`src/rtl/div_if.sv`:
```
// Handshake bundle between the EX stage (master) and the multi-cycle divider (slave).
interface div_if #(
    parameter int WIDTH = 32
);
    logic                 signed_div;
    logic [WIDTH-1:0]     opdata1;
    logic [WIDTH-1:0]     opdata2;
    logic                 start;
    logic                 annul;
    logic [2*WIDTH-1:0]   result;
    logic                 ready;

    modport master (
        output signed_div, opdata1, opdata2, start, annul,
        input  result, ready
    );

    modport slave (
        input  signed_div, opdata1, opdata2, start, annul,
        output result, ready
    );
endinterface

```
`src/rtl/div_unit.sv`:
```
// Restoring radix-2 divider for DIV/DIVU: one quotient bit per cycle, MSB first,
// returns {remainder, quotient} with signed fix-up applied on completion.
//
//  state     | meaning
//  ST_FREE   | idle, waiting for start without annul
//  ST_BYZERO | divisor was zero; short fixed wait before answering 0
//  ST_ON     | iterating, cnt counts quotient bits produced
//  ST_END    | result valid, held until start drops or annul
module div_unit #(
    parameter int WIDTH = 32
) (
    input  logic clk,
    input  logic rst,
    div_if.slave bus
);
    localparam int CW = $clog2(WIDTH + 1);

    typedef enum logic [1:0] {ST_FREE, ST_BYZERO, ST_ON, ST_END} state_t;

    state_t             state;
    logic [CW-1:0]      cnt;
    logic [WIDTH-1:0]   divisor;
    logic [WIDTH-1:0]   dvd;
    logic [WIDTH-1:0]   rem;
    logic               neg_q;
    logic               neg_r;
    logic [2*WIDTH-1:0] result;
    logic               ready;

    logic               a_neg;
    logic               b_neg;
    logic [WIDTH-1:0]   abs_a;
    logic [WIDTH-1:0]   abs_b;
    logic [WIDTH:0]     trial;
    logic [WIDTH:0]     diff;
    logic               ge;
    logic               stop;

    assign bus.result = result;
    assign bus.ready  = ready;

    always_comb begin
        a_neg = bus.signed_div & bus.opdata1[WIDTH-1];
        b_neg = bus.signed_div & bus.opdata2[WIDTH-1];
        abs_a = a_neg ? (~bus.opdata1 + 1'b1) : bus.opdata1;
        abs_b = b_neg ? (~bus.opdata2 + 1'b1) : bus.opdata2;
        trial = {rem, dvd[WIDTH-1]};
        // rem < divisor always holds, so the top bit of diff is a clean borrow flag
        diff  = trial - {1'b0, divisor};
        ge    = ~diff[WIDTH];
        stop  = bus.annul | ~bus.start;
    end

    always_ff @(posedge clk or negedge rst) begin
        if (!rst) begin
            state   <= ST_FREE;
            cnt     <= '0;
            divisor <= '0;
            dvd     <= '0;
            rem     <= '0;
            neg_q   <= 1'b0;
            neg_r   <= 1'b0;
            result  <= '0;
            ready   <= 1'b0;
        end else begin
            case (state)
                ST_FREE: begin
                    ready  <= 1'b0;
                    result <= '0;
                    cnt    <= '0;
                    if (bus.start && !bus.annul) begin
                        if (bus.opdata2 == '0) begin
                            state <= ST_BYZERO;
                        end else begin
                            divisor <= abs_b;
                            dvd     <= abs_a;
                            rem     <= '0;
                            neg_q   <= a_neg ^ b_neg;
                            neg_r   <= a_neg;
                            state   <= ST_ON;
                        end
                    end
                end
                ST_BYZERO: begin
                    // two edges before answering, so the zero case sees the same handshake shape
                    if (stop) begin
                        state <= ST_FREE;
                        cnt   <= '0;
                    end else if (cnt == '0) begin
                        cnt <= CW'(1);
                    end else begin
                        state  <= ST_END;
                        cnt    <= '0;
                        result <= '0;
                        ready  <= 1'b1;
                    end
                end
                ST_ON: begin
                    if (stop) begin
                        state <= ST_FREE;
                        cnt   <= '0;
                    end else if (cnt != CW'(WIDTH)) begin
                        rem <= ge ? diff[WIDTH-1:0] : trial[WIDTH-1:0];
                        dvd <= {dvd[WIDTH-2:0], ge};
                        cnt <= cnt + 1'b1;
                    end else begin
                        state  <= ST_END;
                        cnt    <= '0;
                        result <= {neg_r ? (~rem + 1'b1) : rem,
                                   neg_q ? (~dvd + 1'b1) : dvd};
                        ready  <= 1'b1;
                    end
                end
                ST_END: begin
                    if (stop) begin
                        state  <= ST_FREE;
                        ready  <= 1'b0;
                        result <= '0;
                    end
                end
                default: begin
                    state <= ST_FREE;
                    ready <= 1'b0;
                end
            endcase
        end
    end
endmodule

```
`src/flat_wrapper.sv`:
```
// flat-port wrapper written by rule: the top's interface ports become plain ports
module div_unit_flat 
#(
    parameter int WIDTH = 32
)
  (clk, rst, bus_signed_div, bus_opdata1, bus_opdata2, bus_start, bus_annul, bus_result, bus_ready);
  div_if #(.WIDTH(WIDTH)) bus_i ();
  input  logic clk;
  input  logic rst;
  input wire logic [$bits(bus_i.signed_div)-1:0] bus_signed_div;
  input wire logic [$bits(bus_i.opdata1)-1:0] bus_opdata1;
  input wire logic [$bits(bus_i.opdata2)-1:0] bus_opdata2;
  input wire logic [$bits(bus_i.start)-1:0] bus_start;
  input wire logic [$bits(bus_i.annul)-1:0] bus_annul;
  output wire logic [$bits(bus_i.result)-1:0] bus_result;
  output wire logic [$bits(bus_i.ready)-1:0] bus_ready;
  assign bus_i.signed_div = bus_signed_div;
  assign bus_i.opdata1 = bus_opdata1;
  assign bus_i.opdata2 = bus_opdata2;
  assign bus_i.start = bus_start;
  assign bus_i.annul = bus_annul;
  assign bus_result = bus_i.result;
  assign bus_ready = bus_i.ready;
  div_unit #(.WIDTH(WIDTH)) u_core (.clk(clk), .rst(rst), .bus(bus_i));
endmodule
```
`config.mk`:
```
export PLATFORM = sky130hd
export DESIGN_NAME = div_unit_flat
export DESIGN_NICKNAME = d
export VERILOG_FILES = /design/src/rtl/div_if.sv /design/src/rtl/div_unit.sv /design/src/flat_wrapper.sv
export SDC_FILE = /design/constraint.sdc
export NUM_CORES = 1
export LEC_CHECK = 0
export BUFFER_PORTS_ARGS = -buffer_cell sky130_fd_sc_hd__clkbuf_2
export CORE_MARGIN = 2
export CORE_UTILIZATION = 40
export DETAILED_ROUTE_END_ITERATION = 12
export GPL_TIMING_DRIVEN = 1
export RECOVER_POWER = 100
export REMOVE_ABC_BUFFERS = 1
export SLEW_MARGIN = 30
export SYNTH_ARGS = -nofsm -noshare
export SYNTH_HDL_FRONTEND = slang
export SYNTH_SLANG_ARGS = --single-unit
```
`constraint.sdc`:
```
create_clock -name clk -period 6.99 [get_ports clk]
set_clock_uncertainty 0.15 [all_clocks]
set_input_delay 0.3495 -clock clk [delete_from_list [all_inputs] [get_ports clk]]
set_output_delay 0.3495 -clock clk [all_outputs]
set_load 0.02 [all_outputs]
```
### Yosys cells after proc, flatten, opt, wreduce, memory -nomap -nowiden

Index checks and enable logic that the tools add are counted.

| word-level totals | value |
|---|---|
| register bits | 171 |
| latch bits | 0 |
| bits in writable memories | 0 |
| memory bits (read-only) | 0 |
| output and inout port bits | 65 |
| word-level logic and storage cells | 91 |
| memories kept | 0 |

| cells by class | value |
|---|---|
| $add $sub $neg | 6 |
| multipliers | 0 |
| divide/modulo/power cells | 0 |
| magnitude comparators | 0 |
| equal/unequal tests | 14 |
| shift-type cells | 0 |
| muxes and demuxes | 40 |
| bitwise operators | 11 |
| reductions and logical operators | 11 |

Operators with widths:

| operator | number |
|---|---|
| two-way mux 32 bit | 13 |
| two-way mux 64 bit | 5 |
| case mux 64 bit (4 select lines) | 1 |
| adder 32 x 1 -> 32 bit, second input constant | 4 |
| inverter 32 bit | 4 |
| case mux 32 bit (2 select lines) | 2 |
| subtractor 33 x 32 -> 33 bit | 1 |
| zero test 32 bit | 1 |
| two-way mux 6 bit | 3 |
| case mux 6 bit (3 select lines) | 1 |
| two-way mux 2 bit | 7 |
| != test 2 bit, second input constant | 5 |
| AND reduction 5 bit | 2 |
| case mux 2 bit (4 select lines) | 1 |
| adder 6 x 1 -> 6 bit, second input constant | 1 |
| zero test 6 bit | 1 |
| two-way mux 1 bit | 6 |
| != test 2 x 1 -> 1 bit, second input constant | 3 |
| != test 3 x 2 -> 1 bit, second input constant | 2 |
| != test 6 bit, second input constant | 1 |
| == test 2 bit, second input constant | 2 |
| case mux 1 bit (4 select lines) | 1 |
| AND reduction 4 bit | 1 |
| inverter 1 bit | 3 |
| 10 further kinds | 11 |

### Depth between registers and ports, before layout

Gate-level depths: netlist of run 1.

| logic depth | value |
|---|---|
| word-level depth | 6 |
| mapped depth | 12 |
| gate-level depth less buffers | 11 |

### Least setup slack after synthesis of run 1

Ideal clock, no wire load.

| timing path | value |
|---|---|
| path type | reg2reg |
| start | register u_core.rem[16] |
| end | register u_core.rem[24] |
| setup time | 0.134 ns |
| arrival | 2.833 ns |
| required time | 6.706 ns |
| path slack | 3.873 ns |
| cell stages (with the launch flop) | 12 |
| period minus slack after synthesis | 3.117 ns |
| cells stage by stage | dfrtp_1 -> ha_1 -> clkbuf_1 -> a21o_1 -> and3_1 -> a2111o_1 -> a21o_1 -> a21o_1 -> a211oi_2 -> buf_2 -> mux2i_1 -> o21ai_0 |

| between the ends | value |
|---|---|
| cells in the longest elaborated chain, start to end | 5 |

RTL lines:

| what | line | source |
|---|---|---|
| start, declared | div_unit.sv:24 | `logic [WIDTH-1:0] rem;` |
| start signal, assigned | div_unit.sv:103 | `rem <= ge ? diff[WIDTH-1:0] : trial[WIDTH-1:0];` |
| subtractor 33 x 32 -> 33 bit | div_unit.sv:49 | `diff = trial - {1'b0, divisor};` |
| two-way mux 32 bit | div_unit.sv:103 |  |
| two-way mux 32 bit | div_unit.sv:102 | `end else if (cnt != CW'(WIDTH)) begin` |
| two-way mux 32 bit | div_unit.sv:99 | `if (stop) begin` |
| case mux 32 bit (2 select lines) | div_unit.sv:66 | `case (state)` |

Every way passes these cells. The select of a mux whose other input is x is not followed.
A chain may end at the register's enable or synchronous reset.

### Worst setup path in the final report of run 1

| timing path | value |
|---|---|
| start | register u_core.rem[0] |
| end | register u_core.rem[9] |

Same word-level chain as after synthesis.

==> results of run 1 <==
-- state kept, by name (all words and copies together), names as in the netlist --
name and count:
u_core.divisor 32, u_core.dvd 32, u_core.neg_q 1, u_core.state 2, u_core.bus.result 64, u_core.bus.ready 1
u_core.neg_r 1, u_core.rem 32, u_core.cnt 6
-- layout by cell type (no fill, tap or decap), types with 45 or more instances in the layout --
master,synthesis,final
dfrtp_1,171,170
a21oi_1,106,106
clkbuf_2,0,65
clkbuf_1,54,71
nor2_1,95,95
xor2_1,91,91
xnor2_1,53,53
nand2_1,189,188
o31ai_1,45,45
inv_1,61,60
o21ai_0,156,158
-- per-layer routing --
metal	global-route usage, %	vias to the layer above	share of wire (%)
li1	-	5106	-
met1	28.8	4898	47
met2	33.5	235	46
met3	3.27	42	4.1
met4	6.78	0	2.2
met5	0	-	0
-- final cells by class --
type                            count  share of cell area, %
Multi-Input combinational cell   1076                   51.6
Sequential cell                   171                   33.0
Timing Repair Buffer              143                   5.11
Tap cell                          384                   3.70
Clock buffer                       17                   3.28
Inverter                           61                   1.76
Clock inverter                     15                   1.60
Antenna cell                        1                 0.0193
-- cells by family after synthesis --
| family | Yosys count | synth area share, % |
|---|---|---|
| xor+xnor | 144 | 11.0 |
| buf+inv | 132 | 4.40 |
| simple gates | 451 | 18.4 |
| fa+ha+maj | 44 | 4.86 |
| mux | 15 | 1.33 |
| flops | 171 | 37.3 |
| compound gates | 422 | 22.8 |
-- worst max-delay path, cell delays in order (launching register included) --
cell and delay, ns:
dfrtp_1 0.46, inv_1 0.16, fa_1 0.47, nand2b_1 0.18, a21oi_1 0.23, o41a_1 0.29
a21o_1 0.32, a211oi_1 0.18, a211oi_4 0.18, clkbuf_1 1.72, o311ai_0 0.43
-- through the flow --
step | std cells | utilization [%]
finish | 1868 | 45.6
global route | 1868 | 45.6
CTS | 1866 | 46.0
detailed placement | 1833 | 43.7
global placement | 1833 | 43.7
floorplan | 1308 | -
-- path summary, 6_finish.rpt --
| kind | slack (ns) | cells past startpoint | start | endpoint |
|---|---|---|---|---|
| max | 1.93 | 10 | u_core.rem[0] | u_core.rem[9] |
| min | 0.06 | 4 | bus_opdata2[21] | u_core.divisor[21] |
| max reg2reg | 1.93 | 10 | u_core.rem[0] | u_core.rem[9] |
| min reg2reg | 0.33 | 2 | u_core.bus.result[14] | u_core.bus.result[14] |
| max in group asynchronous | 3.40 | 2 | rst | u_core.neg_q |
| min in group asynchronous | 1.31 | 2 | rst | u_core.bus.result[33] |
-- timing repair --
item | in CTS | in global routing
hold buffers | 1 | 0
hold endpoints to repair | 92 | 0
setup buffers | 0 | 0
-- power groups by stage --
| stage | Combinational [W] | Sequential, W | Clock (W) |
|---|---|---|---|
| after floorplan | 0.00194 | 0.00175 | 0 |
| after global placement | 0.00279 | 0.00174 | 0 |
| after detailed placement | 0.00283 | 0.00175 | 0 |
| after CTS | 0.00284 | 0.00173 | 0.00105 |
| after global routing | 0.00313 | 0.00179 | 0.00110 |
| final | 0.00279 | 0.00173 | 0.00103 |
==> summary.txt, run 1 <==
Worst Tran Pin Value: 3.08 ns
TNS Setup: 0 ns
Post-Syn Area: 11500 um^2
largest net degree at the start of global routing: 95
Final nets: 1583
clock share of power: 18.5%
static leakage: 5.65 nW
total power: 0.00555 W
largest cells by area after synthesis: dfrtp_1 (37%), xor2_1 (6.9%), o21ai_0 (6.8%), nand2_1 (6.2%), ha_1 (4.7%)
leading area contributor after synthesis: dfrtp_1
share of total power in combinational logic: 50.3%
worst hold path class: in2reg
syn_area_per_cell: 8.33 um^2
failing checks: max-capacitance violations, max-slew violations
Sink Count: 171
average routed wire per standard cell: 16.8 um
Sw Share: 47.6%
Syn Inst Count: 1379
Max FO, Critical Path: 54
status: complete, but fails checks
GRT overflow: 0
initial antenna violation count: 1
area delta synth->final: 13.1%
Routability Congestion: 0.866
via count: 10.3k
Worst Setup Start Kind: flop
Clock Tree Buf Depth: 2
CTS Root Cell: clkbuf_16
Tmin final: 5.06 ns
nature of the critical path endpoint: flop
Max-Cap Viols: 3
Vias/cell: 5.50
Starting DRT DRC Count: 826
final wirelength: 31300 um
Finished Cell Area: 13000 um^2
DP Area: 12400 um^2
PD cells: 428 nW/um^2
Top FF cell, synth: dfrtp_1
distinct cell type count after synthesis: 68
clock-pin slew on the worst setup and hold paths: 0.07 ns
Final period util: 72.4%
die width: 173 um
vias in the first global route: 9403
sequential power share: 31.2%
post-synthesis sequential area ratio: 37.3%
Rel. slew slack: -105%
Multi-input gate area: 6700 um^2
Port Buffers: 133
setup ws final: 1.93 ns
Final Hold Slack: 0.0619 ns
die height: 173 um
Fmax: 198 MHz
EDFF count, synth: 0
CTS tree: done
GRT Total Usage: 20.9%
DP Worst Slack: 3.14 ns
DP Wirelength: 23000 um
register bit count reported by yosys: 171
Int Pwr: 0.00291 W
Clock Latency Late Sink: 0.44 ns
Crit Path Class: reg2reg
H-tree Lvls: 4
Yosys top cell area share: 37.3%
Cell Rows: 62
fraction of layout cells with a size suffix above 1: 8.50%
final hold violations: 0
total core area: 28500 um^2
initial core utilization: 40.3%
top post-synthesis cells by count: nand2_1 (189), dfrtp_1 (171), o21ai_0 (156), a21oi_1 (106), nor2_1 (95)
antenna-violating nets left: 0
IO Count: 134
RSZ-0062 raised after global routing: false
VDD IR max: 0.227 mV
drt pass-1 iters: 8
first-pass GRT wire length: 50400 um
Net Switching: 0.00264 W
CP Data Required Time: 7.05 ns
fill count: 2851
# DRC: 0
crit path DAT: 5.12 ns
count leader, synth: nand2_1
endpoints failing setup: 0
Ys Warns: 0
Storage cell area: 4280 um^2
area of the die: 30100 um^2
async set-reset flop share out of synthesis: 100%
# resized after CTS: 0
Max Slew Vio Count: 151
clock buffer count from CTS: 17
Note: power is estimated with default switching activity, not from simulation.
==> run 2: changes to the inputs <==
clock period = 5 ns   (was 6.99 ns; I/O delays follow)
==> summary.txt, run 2 (synthesized netlist as in run 1, its figures left out) <==
status: complete, but fails checks
failing checks: max-capacitance violations, max-slew violations
commonest non-fill, non-tap cells in the layout: nand2_1 (187), dfrtp_1 (170), o21ai_0 (158)
RSZ-0062 raised after global routing: false
initial antenna violation count: 0 (-1)
die width: 173 um (unchanged)
crit path DAT: 4.21 ns (-0.91 ns)
Tmin final: 4.07 ns (-0.990 ns)
worst hold path class: in2reg
average routed wire per standard cell: 16.9 um (+0.56%)
# resized after CTS: 0 (unchanged)
GRT Total Usage: 21.3% (+0.40 points)
DP Worst Slack: 1.31 ns (-1.83 ns)
GRT overflow: 0 (unchanged)
final wirelength: 31700 um (+1.2%)
final hold violations: 0 (unchanged)
# DRC: 0 (unchanged)
endpoints failing setup: 0 (unchanged)
Cells after DPL: 1835 (+0.11%)
largest net degree at the start of global routing: 95 (unchanged)
Worst Tran Pin Value: 2.43 ns (-0.649 ns)
fraction of layout cells with a size suffix above 1: 9.09% (+0.59 points)
Vias/cell: 5.49 (-0.18%)
drt pass-1 iters: 4 (-4)
Max Slew Vio Count: 183 (+21%)
DP Area: 12500 um^2 (about the same)
Clock Tree Buf Depth: 2 (unchanged)
Max FO, Critical Path: 54 (unchanged)
VDD IR max: 0.309 mV (+36%)
postcts setup bufs: 0 (unchanged)
Routability Congestion: 0.886 (+2.3%)
antenna-violating nets left: 0 (unchanged)
initial core utilization: 40.3% (unchanged)
Largest Register: u_core.bus.result
DP Wirelength: 23000 um (about the same)
Crit Path Class: reg2reg
IO Count: 134 (unchanged)
Clock Latency Late Sink: 0.44 ns (about the same)
via count: 10.3k (+0.46%)
Max-Cap Viols: 2 (-1)
area of the die: 30100 um^2 (unchanged)
worst-path cell chain: inv_1 -> ha_1 -> fa_1 -> nand2b_1 -> a21oi_1 -> o41a_1 -> a21o_1 -> a211oi_1 -> a211oi_4 -> clkbuf_2 -> mux2i_1 -> o21ai_0
CTS Root Cell: clkbuf_16
Port Buffers: 133 (unchanged)
Sink Count: 171 (unchanged)
first-pass GRT wire length: 51800 um (+2.8%)
Non-Filler Instances: 1880 (+0.64%)
vias in the first global route: 9692 (+3.1%)
clock buffer count from CTS: 17 (unchanged)
setup ws final: 0.929 ns (-1.00 ns)
slowest CP cell: clkbuf_2
fill count: 2859 (+0.28%)
PD cells: 600 nW/um^2 (+40%)
static leakage: 5.70 nW (+0.93%)
H-tree Lvls: 4 (unchanged)
Finished Cell Area: 13100 um^2 (+0.83%)
Worst Setup Start Kind: flop
Fmax: 246 MHz (+24%)
Starting DRT DRC Count: 842 (+1.9%)
Largest register FFs: 64 (unchanged)
CTS tree: done
critical path buffer and inverter count: 2 (unchanged)
CP Data Required Time: 5.14 ns (-1.91 ns)
area delta synth->final: 14.0%
# hold bufs at CTS: 14 (+13)
TNS Setup: 0 ns (unchanged)
Core Util, Final: 46.0% (+0.38 points)
Final nets: 1597 (+0.88%)
Rel. slew slack: -61.9% (+43 points)
total core area: 28500 um^2 (unchanged)
Diodes inserted: 0 (-1)
nature of the critical path endpoint: flop
clock-pin slew on the worst setup and hold paths: 0.07 ns (about the same)
Worst path max stage delay: 0.89 ns (-0.83 ns)
CP top delay family: compound AO/OA/AOI/OAI gates
Final period util: 81.4% (+9.0 points)
die height: 173 um (unchanged)
most common cell after layout, fill and taps aside: nand2_1
Cell Rows: 62 (unchanged)
-- run 2: changes by cell type in the layout (fill, tap and decap cells not counted), moves of 2 or more --
| cell | change |
|---|---|
| clkinv_4 | +2 |
| dlygate4sd3_1 | +13 |
| buf_4 | +2 |
| clkbuf_2 | +6 |
| clkbuf_1 | -5 |
| clkinv_8 | -2 |
-- run 2: worst paths after layout --
check	cells after the start	start	slack (ns)	to
max in group asynchronous	3	rst	1.65	u_core.divisor[30]
worst min register to register	2	u_core.bus.result[15]	0.33	u_core.bus.result[15]
worst max register to register	12	u_core.dvd[31]	0.93	u_core.rem[11]
worst min-delay path	4	bus_opdata2[29]	0.009	u_core.divisor[29]
min in group asynchronous	2	rst	0.91	u_core.bus.result[33]
worst max-delay path	12	u_core.dvd[31]	0.93	u_core.rem[11]
-- run 2: cell type report --
cell class / instances / area (um^2) / area share (%)
Clock inverter: 13 / 154 / 1.18
Tap cell: 384 / 480 / 3.67
Inverter: 61 / 229 / 1.75
Multi-Input combinational cell: 1076 / 6720 / 51.3
Timing Repair Buffer: 157 / 788 / 6.02
Sequential cell: 171 / 4280 / 32.7
Clock buffer: 18 / 439 / 3.35
-- run 2: stage by stage --
step,total power [W],hold WS [ns]
global route,0.00849,0.0244
global placement,0.00645,0.252
CTS,0.00793,0.000394
floorplan,0.00516,-0.196
finish,0.00785,0.00927
detailed placement,0.00652,0.267
-- run 2: per-layer routing --
layer	global-route usage [%]	vias to the layer above	share of wire, %
met1	29.5	4927	47
met5	0	-	0
met3	3.29	35	4.3
met4	6.85	0	2.2
li1	-	5124	-
met2	34.1	242	46
-- run 2: tightest hold or removal path, cell delays in order --
cell and delay [ns]:
clkbuf_2 0.10, xnor2_1 0.08, nor2_1 0.09, a21oi_1 0.04
-- run 2: power by group --
group          leakage [nW]  switching, W  internal [W]
clock                 0.296      0.000611      0.000761
sequential             2.23      0.000498       0.00186
combinational          3.18       0.00271       0.00141
==> run 3: changes to the inputs <==
ABC_AREA = 1   (was unset)
clock period = 3.72 ns   (was 5 ns; I/O delays follow)
==> summary.txt, run 3 <==
average routed wire per standard cell: 15.5 um (-7.8%)
Syn Inst Count: 2045 (+48%)
total core area: 32500 um^2 (+14%)
die height: 186 um (+7.1%)
top post-synthesis cells by count: nand2_1 (682), inv_1 (263), nor2_1 (192), nand3_1 (175), dfrtp_1 (171)
largest cells by area after synthesis: dfrtp_1 (32%), nand2_1 (19%), inv_1 (7.5%), nand3_1 (6.6%), nor2_1 (5.5%)
nature of the critical path endpoint: flop
vias in the first global route: 12.4k (+27%)
Routability Congestion: 0.926 (+4.5%)
Rel. slew slack: -46.5% (+15 points)
Clock Tree Buf Depth: 2 (unchanged)
Max Slew Vio Count: 37 (-80%)
worst hold path class: in2reg
leading area contributor after synthesis: dfrtp_1
fraction of layout cells with a size suffix above 1: 7.04% (-2.1 points)
Diodes inserted: 0 (unchanged)
via count: 13.3k (+28%)
# resized after CTS: 0 (unchanged)
setup ws final: 0.658 ns (-0.271 ns)
CP Data Required Time: 3.90 ns (-1.24 ns)
GRT overflow: 0 (unchanged)
die width: 186 um (+7.1%)
post-synthesis sequential area ratio: 32.4% (-4.9 points)
clock buffer count from CTS: 17 (unchanged)
Max FO, Critical Path: 31 (-43%)
count leader, synth: nand2_1
RSZ-0062 raised after global routing: false
min-delay src: bus_opdata1[25]
CP startpoint: u_core.dvd[31]
Sink Count: 171 (unchanged)
initial core utilization: 40.6% (+0.28 points)
status: complete, but fails checks
failing checks: max-capacitance violations, max-slew violations
Cell Rows: 66 (+6.5%)
Final period util: 82.3% (+0.90 points)
static leakage: 7.84 nW (+38%)
antenna-violating nets left: 0 (unchanged)
distinct cell type count after synthesis: 47 (-31%)
Ys Warns: 0 (unchanged)
Worst Tran Pin Value: 2.20 ns (-0.230 ns)
final hold violations: 0 (unchanged)
GRT Total Usage: 24.6% (+3.3 points)
Multi-input gate area: 7530 um^2 (+12%)
area of the die: 34500 um^2 (+15%)
postcts setup bufs: 0 (unchanged)
# DRC: 0 (unchanged)
Largest Register: u_core.bus.result
endpoints failing setup: 0 (unchanged)
TNS Setup: 0 ns (unchanged)
Largest register FFs: 64 (unchanged)
Crit Path Class: reg2reg
CTS Root Cell: clkbuf_16
Top FF cell, synth: dfrtp_1
PD cells: 881 nW/um^2 (+47%)
CTS tree: done
largest net degree at the start of global routing: 92 (-3.2%)
EDFF count, synth: 0 (unchanged)
Final nets: 2304 (+44%)
Vias/cell: 5.01 (-8.8%)
Starting DRT DRC Count: 1148 (+36%)
Worst Setup Start Kind: flop
Core Util, Final: 46.4% (+0.40 points)
IO Count: 134 (unchanged)
Storage cell area: 4280 um^2 (about the same)
drt pass-1 iters: 5 (+1)
Post-Syn Area: 13200 um^2 (+15%)
DP Worst Slack: 0.857 ns (-0.452 ns)
async set-reset flop share out of synthesis: 100% (unchanged)
syn_area_per_cell: 6.46 um^2 (-22%)
clock-pin slew on the worst setup and hold paths: 0.07 ns (about the same)
final wirelength: 41100 um (+30%)
Yosys top cell area share: 32.4% (-4.9 points)
H-tree Lvls: 4 (unchanged)
Tmin final: 3.06 ns (-1.01 ns)
DP Wirelength: 32000 um (+39%)
fill count: 3463 (+21%)
initial antenna violation count: 0 (unchanged)
Port Buffers: 133 (unchanged)
Fmax: 327 MHz (+33%)
Clock Latency Late Sink: 0.44 ns (about the same)
most common cell after layout, fill and taps aside: nand2_1
Max-Cap Viols: 1 (-1)
VDD IR max: 0.451 mV (+46%)
register bit count reported by yosys: 171 (unchanged)
crit path DAT: 3.25 ns (-0.96 ns)
first-pass GRT wire length: 66500 um (+28%)
commonest non-fill, non-tap cells in the layout: nand2_1 (690), inv_1 (264), nor2_1 (195)
Crit Reg-Reg Startpoint: u_core.dvd[31]
area delta synth->final: 14.2%
## run 3: changes by cell type in the layout (fill, tap and decap cells not counted), sizes merged, moves of 14 or more
cell	delta
xnor2	-36
or3	-15
nand4	+22
inv	+205
o31ai	-44
a21oi	-40
o311ai	-24
nor2	+110
xor2	-28
nand2	+513
nand3	+135
dlygate4sd3	+26
or4	-14
## run 3: worst max-delay path, cell delays in order (launching register included)
cell and delay, ns:
dfrtp_1 0.35, inv_1 0.08, ha_1 0.23, fa_1 0.40
inv_1 0.07, nand2_1 0.04, nand2_1 0.10, nand3_1 0.10
nand2_2 0.11, nand2_1 0.06, nand2_1 0.16, nand2_1 0.12
nand2_1 0.09, nand2_1 0.08, nand2_2 0.51, nand2_1 0.13
nand3_1 0.11, nand2_1 0.05
## run 3: logic make-up (layout without fill, tap and decap cells)
logic type | Yosys count | count (layout) | share of synthesized area [%]
adders and majority gates | 44 | 44 | 4.22
DFF | 171 | 171 | 32.4
buffers and inverters | 330 | 488 | 10.3
xor gates and xnor gates | 80 | 80 | 5.30
AOI/OAI and AO/OA | 256 | 256 | 10.6
and+or+nand+nor | 1164 | 1164 | 37.1
## run 3: what timing repair did
item,4_1_cts,5_1_grt
endpoints found under the setup margin,0,0
endpoints found under the hold margin,119,0
hold buffers,40,0
## run 3: stage by stage
stage | instances | hold slack [ns] | area (um^2) | total power, W
5_1_grt | 2645 | 0.0559 | 15100 | 0.0146
6_report | 2645 | 0.0182 | 15100 | 0.0133
3_3_place_gp | 2574 | -0.0326 | 14200 | 0.0113
4_1_cts | 2645 | 0.00105 | 15200 | 0.0134
2_1_floorplan | 1985 | -0.260 | 12900 | 0.00882
3_5_place_dp | 2574 | -0.0305 | 14200 | 0.0114
## run 3: layout make-up
class	count	share of cell area, %
timing repair buffer	187	7.25
clock inverter	13	1.20
clock buffer	18	2.91
inverter	270	6.75
tap	442	3.66
multi-input combinational	1544	49.9
sequential	171	28.4
## run 3: routing by layer
metal	up-vias	wire, um	global-route usage [%]
li1	6796	-	-
met1	6021	20700	37.5
met2	412	17500	37.2
met3	21	2550	3.25
met4	0	320	4.22
met5	-	0	0
## run 3: path summary, 6_finish.rpt
path	to	slack, ns	depth (start not counted)
max	u_core.rem[19]	0.66	17
min	u_core.dvd[25]	0.02	5
max reg2reg	u_core.rem[19]	0.66	17
min reg2reg	u_core.bus.result[49]	0.33	2
max in group asynchronous	u_core.rem[23]	0.90	3
min in group asynchronous	u_core.divisor[15]	0.77	2
## run 3: power breakdown
group | internal [W] | total [W] | switching (W)
logic | 0.00245 | 0.00810 | 0.00565
clock network | 0.00109 | 0.00193 | 0.000836
registers | 0.00259 | 0.00327 | 0.000687
total | 0.00612 | 0.0133 | 0.00717
